===== src/rtl/rv_ctrl_pkg.sv =====
// Shared encodings for the RV32I-subset control path: opcodes, ALU operation
// codes, immediate-format and write-back select encodings.
package rv_ctrl_pkg;

  localparam logic [6:0] OP_LOAD   = 7'b0000011;
  localparam logic [6:0] OP_STORE  = 7'b0100011;
  localparam logic [6:0] OP_RTYPE  = 7'b0110011;
  localparam logic [6:0] OP_ITYPE  = 7'b0010011;
  localparam logic [6:0] OP_BRANCH = 7'b1100011;
  localparam logic [6:0] OP_JAL    = 7'b1101111;

  // aluop: how the ALU decoder should interpret funct3/funct7
  localparam logic [1:0] ALUOP_ADD   = 2'b00;
  localparam logic [1:0] ALUOP_SUB   = 2'b01;
  localparam logic [1:0] ALUOP_FUNCT = 2'b10;

  typedef enum logic [2:0] {
    ADD = 3'b000,
    SUB = 3'b001,
    AND = 3'b010,
    OR  = 3'b011,
    SLT = 3'b101
  } alu_ctrl_e;

  typedef enum logic [1:0] {
    IMM_I = 2'b00,
    IMM_S = 2'b01,
    IMM_B = 2'b10,
    IMM_J = 2'b11
  } immsrc_e;

  typedef enum logic [1:0] {
    RES_ALU = 2'b00,
    RES_MEM = 2'b01,
    RES_PC4 = 2'b10
  } resultsrc_e;

  function automatic logic is_supported(input logic [6:0] op);
    return (op == OP_LOAD)  || (op == OP_STORE)  || (op == OP_RTYPE) ||
           (op == OP_ITYPE) || (op == OP_BRANCH) || (op == OP_JAL);
  endfunction

endpackage


===== src/rtl/rv_alu_decoder.sv =====
// ALU decoder: maps aluop plus funct3/funct7[5] to an ALU operation code.
// Only register-register ops (op5=1) may select subtract via funct7[5].
module rv_alu_decoder
  import rv_ctrl_pkg::*;
(
  input  logic [1:0] aluop,
  input  logic [2:0] funct3,
  input  logic       op5,
  input  logic       funct7b5,
  output logic [2:0] o_alucrtl
);

  always_comb begin
    o_alucrtl = ADD;
    case (aluop)
      ALUOP_ADD: o_alucrtl = ADD;
      ALUOP_SUB: o_alucrtl = SUB;
      ALUOP_FUNCT: begin
        case (funct3)
          3'b000:  o_alucrtl = (op5 && funct7b5) ? SUB : ADD;
          3'b010:  o_alucrtl = SLT;
          3'b110:  o_alucrtl = OR;
          3'b111:  o_alucrtl = AND;
          default: o_alucrtl = ADD;
        endcase
      end
      default: o_alucrtl = ADD;
    endcase
  end

endmodule


===== src/rtl/rv_controller.sv =====
// Single-cycle RV32I-subset controller: combinational main/ALU decode and a
// sticky illegal-opcode flag. Optional bne support under macro CTRL_BNE_EN.
module rv_controller
  import rv_ctrl_pkg::*;
(
  input  logic       i_clk,
  input  logic       i_rst_n,
  input  logic [6:0] i_op,
  input  logic [2:0] i_funct3,
  input  logic       i_funct7b5,
  input  logic       i_zero,
  output logic [2:0] o_alucrtl,
  output logic [1:0] o_resultsrc,
  output logic [1:0] o_immsrc,
  output logic       o_memwrite,
  output logic       o_pcsrc,
  output logic       o_alusrc,
  output logic       o_regwrite,
  output logic       o_jump,
  output logic       o_illegal
);

  logic       branch;
  logic       take_branch;
  logic [1:0] aluop;
  logic       illegal_q;

  always_comb begin
    o_regwrite  = 1'b0;
    o_immsrc    = IMM_I;
    o_alusrc    = 1'b0;
    o_memwrite  = 1'b0;
    o_resultsrc = RES_ALU;
    branch      = 1'b0;
    aluop       = ALUOP_ADD;
    o_jump      = 1'b0;
    case (i_op)
      OP_LOAD: begin
        o_regwrite  = 1'b1;
        o_alusrc    = 1'b1;
        o_resultsrc = RES_MEM;
      end
      OP_STORE: begin
        o_immsrc   = IMM_S;
        o_alusrc   = 1'b1;
        o_memwrite = 1'b1;
      end
      OP_RTYPE: begin
        o_regwrite = 1'b1;
        aluop      = ALUOP_FUNCT;
      end
      OP_BRANCH: begin
        o_immsrc = IMM_B;
        branch   = 1'b1;
        aluop    = ALUOP_SUB;
      end
      OP_ITYPE: begin
        o_regwrite = 1'b1;
        o_alusrc   = 1'b1;
        aluop      = ALUOP_FUNCT;
      end
      OP_JAL: begin
        o_regwrite  = 1'b1;
        o_immsrc    = IMM_J;
        o_resultsrc = RES_PC4;
        o_jump      = 1'b1;
      end
      default: ;
    endcase
  end

`ifdef CTRL_BNE_EN
  // funct3 001 is bne; every other branch funct3 behaves as beq
  assign take_branch = (i_funct3 == 3'b001) ? ~i_zero : i_zero;
`else
  assign take_branch = i_zero;
`endif

  assign o_pcsrc = (branch & take_branch) | o_jump;

  rv_alu_decoder u_alu_dec (
    .aluop     (aluop),
    .funct3    (i_funct3),
    .op5       (i_op[5]),
    .funct7b5  (i_funct7b5),
    .o_alucrtl (o_alucrtl)
  );

  always_ff @(posedge i_clk or negedge i_rst_n) begin
    if (!i_rst_n) begin
      illegal_q <= 1'b0;
    end else if (!is_supported(i_op)) begin
      illegal_q <= 1'b1;
    end
  end

  assign o_illegal = illegal_q;

endmodule


===== config.mk =====
export PLATFORM = sky130hd
export DESIGN_NAME = rv_controller
export DESIGN_NICKNAME = d
export VERILOG_FILES = /design/src/rtl/rv_ctrl_pkg.sv /design/src/rtl/rv_alu_decoder.sv /design/src/rtl/rv_controller.sv
export SDC_FILE = /design/constraint.sdc
export NUM_CORES = 1
export LEC_CHECK = 0
export CORE_AREA = 5 5 42 44
export CTS_CLUSTER_DIAMETER = 60
export CTS_CLUSTER_SIZE = 30
export DETAILED_ROUTE_END_ITERATION = 10
export DIE_AREA = 0 0 47 49
export PLACE_DENSITY = 0.58
export SYNTH_ARGS = -nofsm -noshare
export SYNTH_HDL_FRONTEND = slang
export SYNTH_SLANG_ARGS = --single-unit
export TNS_END_PERCENT = 30

===== constraint.sdc =====
create_clock -name i_clk -period 1.6 [get_ports i_clk]
set_input_delay 0.16 -clock i_clk [delete_from_list [all_inputs] [get_ports i_clk]]
set_output_delay 0.16 -clock i_clk [all_outputs]
set_load 0.05 [all_outputs]

=== Word level (Yosys, flattened, before mapping) ===
Cells that the tools add are included.

* Bits in registers: 1
* Bits in latches: 0
* Memory bits (writable): 0
* Bits in read-only memories: 0
* Input port bits: 14
* Output and inout port bits: 13
* Word-level logic and storage cells: 35
* Memories kept: 0

* $add $sub $neg: 0
* Multiply operators: 0
* Div/mod/pow operators: 0
* $lt $le $gt $ge: 0
* Eq/ne operators: 11
* Shift operators: 0
* Muxes and demuxes: 11
* Bitwise operators: 2
* Reductions and logical operators: 10

{| class="wikitable"
|+ Operators with widths
! kind !! count
|-
| 7-bit by 6-bit equality test with 1-bit output, second input constant || 2
|-
| 7-bit equality test, second input constant || 2
|-
| 3-bit case mux with 4 select lines || 1
|-
| 2-bit case mux with 2 select lines || 2
|-
| 7-bit by 2-bit equality test with 1-bit output, second input constant || 1
|-
| 7-bit by 5-bit equality test with 1-bit output, second input constant || 1
|-
| 3-bit equality test, second input constant || 2
|-
| 1-bit two-way mux || 6
|-
| 2-bit case mux with 3 select lines || 1
|-
| 3-bit case mux with 2 select lines || 1
|-
| 1-bit logical OR || 5
|-
| 4-bit OR reduction || 1
|-
| 3-bit by 2-bit equality test with 1-bit output, second input constant || 1
|-
| 3-bit logical NOT || 1
|-
| 3-bit OR reduction || 1
|-
| 2-bit by 1-bit equality test with 1-bit output, second input constant || 1
|-
| 2-bit equality test, second input constant || 1
|-
| 2-bit OR reduction || 1
|-
| 1-bit bitwise AND || 1
|-
| 1-bit logical AND || 1
|-
| 1-bit OR || 1
|}

=== Longest topological paths before layout ===
Gate-level depths: netlist (run 1).

* Depth after elaboration: 6
* Gate-level depth with buffers: 7
* Gate-level depth less buffers: 7

=== Modules after synthesis ===
A second synthesis (run 1) with hierarchy kept.

* Cells, all modules: 40
* Area total of the unflattened synthesis: 261.5 um2

{| class="wikitable"
|+ Modules (own cells, without submodules)
! module !! times used !! cells each !! area an instance (um2) !! sequential area each (um2)
|-
| rv_controller || 1 || 29 || 165.2 || 25.0
|-
| rv_alu_decoder || 1 || 11 || 96.3 || 0.0
|}

=== Least setup slack after synthesis (run 1) ===
No wires, ideal clock.

* Kind: input port to output port
* Start point: in i_op[4]
* End point: out o_alucrtl[2]
* Arrival time: 2,737 ps
* Required time: 1,440 ps
* Slack: -1,297 ps
* Cell stages on the path: 5
* Path buffers: 0
* Cells stage by stage: nand2b_4 -> or3_4 -> or2_1 -> ha_1 -> nor4_1

* Cells in the longest elaborated chain, start to end: 5
* Elaborated cells on any way between the ends: 8
* Those cells by class: eq/ne (5); mux (2); reduce/logical (1)

{| class="wikitable"
|+ Ends and longest elaborated chain
! what !! line !! text
|-
| start, declared || rv_controller.sv:8 || <nowiki>input logic [6:0] i_op,</nowiki>
|-
| 7-bit by 6-bit equality test with 1-bit output / 7-bit by 5-bit equality test with 1-bit output (equally long branches) || rv_controller.sv:37 || <nowiki>case (i_op)</nowiki>
|-
| 2-bit OR reduction (no source line) || n/a ||
|-
| 2-bit case mux with 2 select lines (*) || rv_controller.sv:37 ||
|-
| 2-bit equality test / 2-bit by 1-bit equality test with 1-bit output (equally long branches) || rv_alu_decoder.sv:15 || <nowiki>case (aluop)</nowiki>
|-
| 3-bit case mux with 2 select lines (*) || rv_alu_decoder.sv:15 ||
|-
| end, declared || rv_controller.sv:12 || <nowiki>output logic [2:0] o_alucrtl,</nowiki>
|}

Mark *: on every way between the ends. The rest lies on a longest branch, timed or not.

=== Worst setup path in the final report (run 1) ===
* Start point: in i_op[4]
* End point: out o_alucrtl[0]

The elaborated chain is that of the path after synthesis.

==> run metrics, run 1 <==
Rows 14; I/O pin cnt 27; Synth Instances between 40 and 50; max-cap viol count 0; synth-to-layout area growth 203%; Clock Skew 0 ps; cell area after synthesis around 260 um^2; Placer Congestion ~0.74; Hold Vio Cnt, Final 0; Startpoint Class primary input; Routed Antenna Nets 0; total track usage 0.0935; worst-margin pin slew between 200 and 300 ps; Vias ~410; Post-CTS Setup Repair Bufs 0; Placement Cell Area ~780 um^2; synth warn 0; first-pass iteration count of the detailed router 4; routed wire length 994 um; Die X approximately 47 um; Tcrit/Tclk final 1.17; failing checks setup timing; fin area about 790 um^2; Clk pin slew, worst setup/hold paths 0 ps; fmax approximately 0.53 GHz; setup TNS -507 ps; Vias/cell between 4 and 5; cells on worst reg2reg path 1; Slowest cell on crit path or3_4; core box area roughly 1400 um^2; drt wl/cell approximately 10 um; first-pass GRT wire length around 1700 um; P per Cell Area 161 nW/um^2; hold_buf cts 0; vias in the first global route 439; Data arrival, critical path roughly 1700 ps; WS Path Type in2out; # port buffers 26; cell family with most CP delay simple AND/OR/NAND/NOR gates; hpwl dp about 900 um; initial DRC count 2; largest net degree at the start of global routing 6; worst min-delay path class in2async; DIE AREA 2300 um^2; post-synth cell types 21; crit path cell chain buf_6, nand2b_4, or3_4, or2_4, ha_4, nor2_1, nand2_1, o22ai_2, buf_12; reg2reg setup slack roughly 850 ps; RR Endpoint o_illegal$_DFFE_PN0N_; leakage around 0.32 nW; max incr delay on CP 380 ps; worst vdd ir ~0.00015 V; RSZ-0062 raised after global routing yes; Crit. End Element output port; clk_lat worst skew 0 ps; max FFs per register 1; Slew Limit Fails 0; outcome finished, violations left; antenna violations before repair 0; min Tclk post-route between 1500 and 2000 ps; worst hold margin 309 ps; Req. time, crit path 1440 ps; Worst R2R Start o_illegal$_DFFE_PN0N_; fin util 0.563; worst path buffer plus inverter count 2; global route total overflow 0; post-layout worst setup margin -271 ps; layout cells sized above 1 0.570; worst-path fanout max 3; Remaining DRCs 0; Mapped Avg Cell Area about 6.2 um^2; worst relative slew slack 0.828; Die Ht between 40 and 50 um; Seq/Total Area, Yosys 0.0962; syn nets between 50 and 60; Antenna Cells 0; initial core utilization 0.186; #FFs+latches synth 1; post-layout net count 97; Final setup viols 2
-- synthesized netlist by cell type, drive strengths merged --
| cell type | count | area share |
|---|---|---|
| nor3 | 2 | 0.038 |
| ha | 2 | 0.096 |
| a211o | 1 | 0.034 |
| or2 | 3 | 0.072 |
| buf | 1 | 0.029 |
| inv | 3 | 0.043 |
| a21oi | 4 | 0.077 |
| nand3 | 2 | 0.038 |
| nor2 | 7 | 0.10 |
| and2 | 1 | 0.024 |
| o22ai | 1 | 0.024 |
| a31oi | 1 | 0.024 |
| a21o | 1 | 0.029 |
| nor4 | 1 | 0.024 |
| dfrtp | 1 | 0.096 |
| nand2 | 7 | 0.10 |
| nand2b | 1 | 0.053 |
| or3 | 2 | 0.067 |
| a211oi | 1 | 0.029 |
-- cell usage in the layout, fill, tap and decap left out --
cell type,instances
a211o_1,1
a211oi_1,1
a21o_1,1
a21oi_1,4
a31oi_1,1
and2_4,1
buf_12,12
buf_2,4
buf_4,11
buf_6,3
clkbuf_2,2
clkdlybuf4s50_1,6
dfrtp_1,1
ha_1,1
ha_4,1
inv_1,3
nand2_1,5
nand2_2,1
nand2_4,1
nand2b_4,1
nand3_1,2
nor2_1,5
nor2_4,2
nor3_1,2
nor4_4,1
o22ai_2,1
or2_1,1
or2_2,1
or2_4,1
or3_4,2
-- worst max-delay path by stage --
stage	from	to	cells past startpoint
6_report	i_op[4]	o_alucrtl[0]	9
5_1_grt	i_op[4]	o_alucrtl[0]	9
4_1_cts	i_op[4]	o_alucrtl[0]	9
3_5_place_dp	i_op[6]	o_alucrtl[0]	9
3_3_place_gp	i_op[1]	o_alucrtl[0]	9
2_1_floorplan	i_op[4]	o_alucrtl[2]	5
-- timing repair --
action                     CTS  global route
resized for setup           34             4
setup endpoints to repair   13             5
pin swaps                   10             7
-- logic make-up after synthesis --
logic type / after synthesis / share of synthesized area
AO/OA/AOI/OAI: 9 / 0.216
adder cells (fa/ha/maj): 2 / 0.0961
buffers and inverters: 4 / 0.0721
flip-flops: 1 / 0.0961
AND/OR/NAND/NOR: 26 / 0.519
-- area by class of cell --
cell class / instances / area, um^2
timing repair buffer: 38 / 447
sequential: 1 / 25.0
inverter: 3 / 11.3
multi-input combinational: 37 / 285
tap: 16 / 20.0
fill: 138 / 613
-- report_power, final --
group          switching (mW)  internal, mW  leakage (nW)
sequential                  0        0.0258       0.00875
clock                       0             0             0
combinational          0.0447        0.0563         0.313
total                  0.0447        0.0820         0.321
-- per-layer routing --
layer  GRT usage  vias to the layer above  routed length [um]  part of all wire
met5           0                        -                   0                 0
met4           0                        0                   0                 0
met3      0.0148                        0                  59             0.059
met2       0.172                        9                 578              0.58
met1       0.116                      186                 356              0.36
li1            -                      219                   -                 -
-- metrics by stage --
step,instances,total power [mW],setup slack (ps)
2_1_floorplan,42,0.0551,-280
3_3_place_gp,95,0.126,-587
3_5_place_dp,95,0.126,-608
4_1_cts,95,0.130,-345
5_1_grt,95,0.135,-346
6_report,95,0.127,-271
No activity file was read; power rests on OpenSTA's default activity.
==> run 2, diff against run 1 <==
Settings changed: PLACE_DENSITY 0.58 to 0.59, SYNTH_HIERARCHICAL set to 1.
==> run metrics, run 2 <==
Crit. End Element output port; hpwl dp 1000 um (+12%); Final setup viols 2 (unchanged); max-cap viol count 0 (unchanged); Tcrit/Tclk final 1.02 (-0.149); worst-path fanout max 4 (+1); WS Path Type in2out; most frequent cells in the layout buf_4 (26), buf_12 (12), clkdlybuf4s50_1 (6), nand2_1 (4), nor2_1 (4); most frequent cells after synthesis nor2_1 (8), a21oi_1 (4), inv_1 (4), nand2_1 (4), nor3_1 (3); vias in the first global route 544 (+24%); initial DRC count 0 (-2); Worst R2R Start o_illegal$_DFFE_PN0N_; crit path cell chain buf_6, or2_1, nor2_2, inv_2, ha_4, nor4b_4, buf_12; post-layout net count 109 (+12%); Mapped Avg Cell Area 6.54 um^2 (+5.5%); layout cells sized above 1 0.703 (+0.134); DIE AREA 2300 um^2 (unchanged); antenna violations before repair 0 (unchanged); total track usage 0.117 (+0.0240); Clk pin slew, worst setup/hold paths 0 ps (unchanged); RSZ-0062 raised after global routing yes; Die X 47 um (unchanged); reg2reg setup slack 860 ps (about the same); Seq/Total Area, Yosys 0.0957 (-0.000460); global route total overflow 0 (unchanged); Placer Congestion 0.892 (+20%); Req. time, crit path 1440 ps (about the same); Routed Antenna Nets 0 (unchanged); # port buffers 26 (unchanged); P per Cell Area 162 nW/um^2 (+0.74%); most common cell after layout, fill and taps aside buf_4; fin area 952 um^2 (+21%); Async SR Flop Fraction 1.00 (unchanged); Startpoint Class primary input; Hold Vio Cnt, Final 0 (unchanged); Die Ht 49 um (unchanged); I/O pin cnt 27 (unchanged); drt wl/cell 11.5 um (+10%); syn nets 56 (-3.4%); worst vdd ir 0.000166 V (+13%); Data arrival, critical path 1470 ps (-240 ps); Rows 14 (unchanged); Synth area leader nor2_1; max incr delay on CP 320 ps (-60 ps); #FFs+latches synth 1 (unchanged); most frequent cell after synthesis nor2_1; failing checks setup timing; Remaining DRCs 0 (unchanged); worst relative slew slack 0.832 (+0.00359); Slew Limit Fails 0 (unchanged); synth-to-layout area growth 264%; Vias 484 (+17%); cells on worst reg2reg path 1 (unchanged); hold_buf cts 0 (unchanged); Placement Cell Area 828 um^2 (+6.6%); Antenna Cells 0 (unchanged); synth warn 6 (+6); worst-margin pin slew 252 ps (-4.53 ps); top post-synthesis cells by area nor2_1 (11%), dfrtp_1 (9.6%), ha_1 (9.6%), a21oi_1 (7.7%), nor3_1 (5.7%); core box area 1400 um^2 (unchanged); routed wire length 1230 um (+24%); RR Endpoint o_illegal$_DFFE_PN0N_; initial core utilization 0.187 (+0.000893); Vias/cell 4.52 (+3.8%); first-pass iteration count of the detailed router 1 (-3); post-layout worst setup margin -32.1 ps (+239 ps); max FFs per register 1 (unchanged); worst min-delay path class in2async; Clock Skew 0 ps (unchanged); post-synth cell types 20 (-4.8%); leakage 0.401 nW (+25%); cell area after synthesis 262 um^2 (+0.48%); Post-synth EDFFs 0 (unchanged); largest net degree at the start of global routing 5 (-1); fmax 0.613 GHz (+15%); Slowest cell on crit path nor4b_4; prevailing post-synth register cell dfrtp_1; setup TNS -46.3 ps (+461 ps); clk_lat worst skew 0 ps (unchanged); first-pass GRT wire length 2150 um (+23%); area fraction of the dominant cell type after synthesis 0.115 (+0.0139); Synth Instances 40 (-4.8%); outcome finished, violations left; min Tclk post-route 1630 ps (-239 ps)
-- run 2: cell count changes in the layout (fill, tap and decap cells not counted), sizes merged, moves of 2 or more --
cell    delta
clkbuf     -2
or2        -2
buf       +15
nand2      -3
nand4      +2
or3        -2
-- run 2: worst max-delay path: cells and delay by family --
family / cells / cell delay [ps]
adder cells (fa/ha/maj): 1 / 260
AND/OR/NAND/NOR: 3 / 710
buffers and inverters: 3 / 340
-- run 2: repair_timing --
item | in CTS | in global routing
endpoints found under the setup margin | 12 | 9
gates resized for setup | 44 | 10
pin swaps | 9 | 9
buffers inserted | 7 | 1
-- run 2: area by class of cell --
| cell class | count | area, um^2 |
|---|---|---|
| inverter | 4 | 15.0 |
| sequential | 1 | 25.0 |
| multi-input combinational | 35 | 323 |
| tap | 16 | 20.0 |
| timing repair buffer | 51 | 569 |
| fill | 121 | 449 |
-- run 2: kinds of logic after synthesis --
family,count (synthesis),synth area share
AOI/OAI and AO/OA,7,0.196
adders and majority gates,2,0.0957
buffers and inverters,4,0.0574
DFF,1,0.0957
and+or+nand+nor,26,0.555
-- run 2: metrics by stage --
| step | util | hold slack (ps) | setup slack, ps | instances | power, mW |
|---|---|---|---|---|---|
| CTS | 0.667 | 311 | -3.55 | 106 | 0.150 |
| finish | 0.679 | 309 | -32.1 | 107 | 0.154 |
| global placement | 0.591 | 308 | -504 | 99 | 0.132 |
| global route | 0.679 | 321 | -107 | 107 | 0.164 |
| floorplan | - | -136 | -238 | 40 | 0.0564 |
| detailed placement | 0.591 | 311 | -534 | 99 | 0.134 |
-- run 2: worst max path at each step --
stage / startpoint / to / slack [ps] / cells after the start
2_1_floorplan: i_op[2] / o_resultsrc[0] / -240 / 3
3_3_place_gp: i_op[2] / o_alucrtl[2] / -500 / 7
3_5_place_dp: i_op[2] / o_alucrtl[2] / -530 / 7
4_1_cts: i_op[4] / o_alucrtl[2] / -4 / 8
5_1_grt: i_op[4] / o_alucrtl[0] / -110 / 9
6_report: i_op[3] / o_alucrtl[2] / -30 / 7
-- run 2: metal layers --
metal	routed length [um]	track usage	vias up
li1	-	-	244
met1	465	0.149	217
met2	602	0.199	21
met3	143	0.0295	2
met4	19	0.0138	0
met5	0	0	-
-- run 2: power by group --
| part | switching, mW | internal, mW | leakage, nW |
|---|---|---|---|
| Clock | 0 | 0 | 0 |
| Sequential | 0 | 0.0258 | 0.00875 |
| Combinational | 0.0517 | 0.0768 | 0.392 |
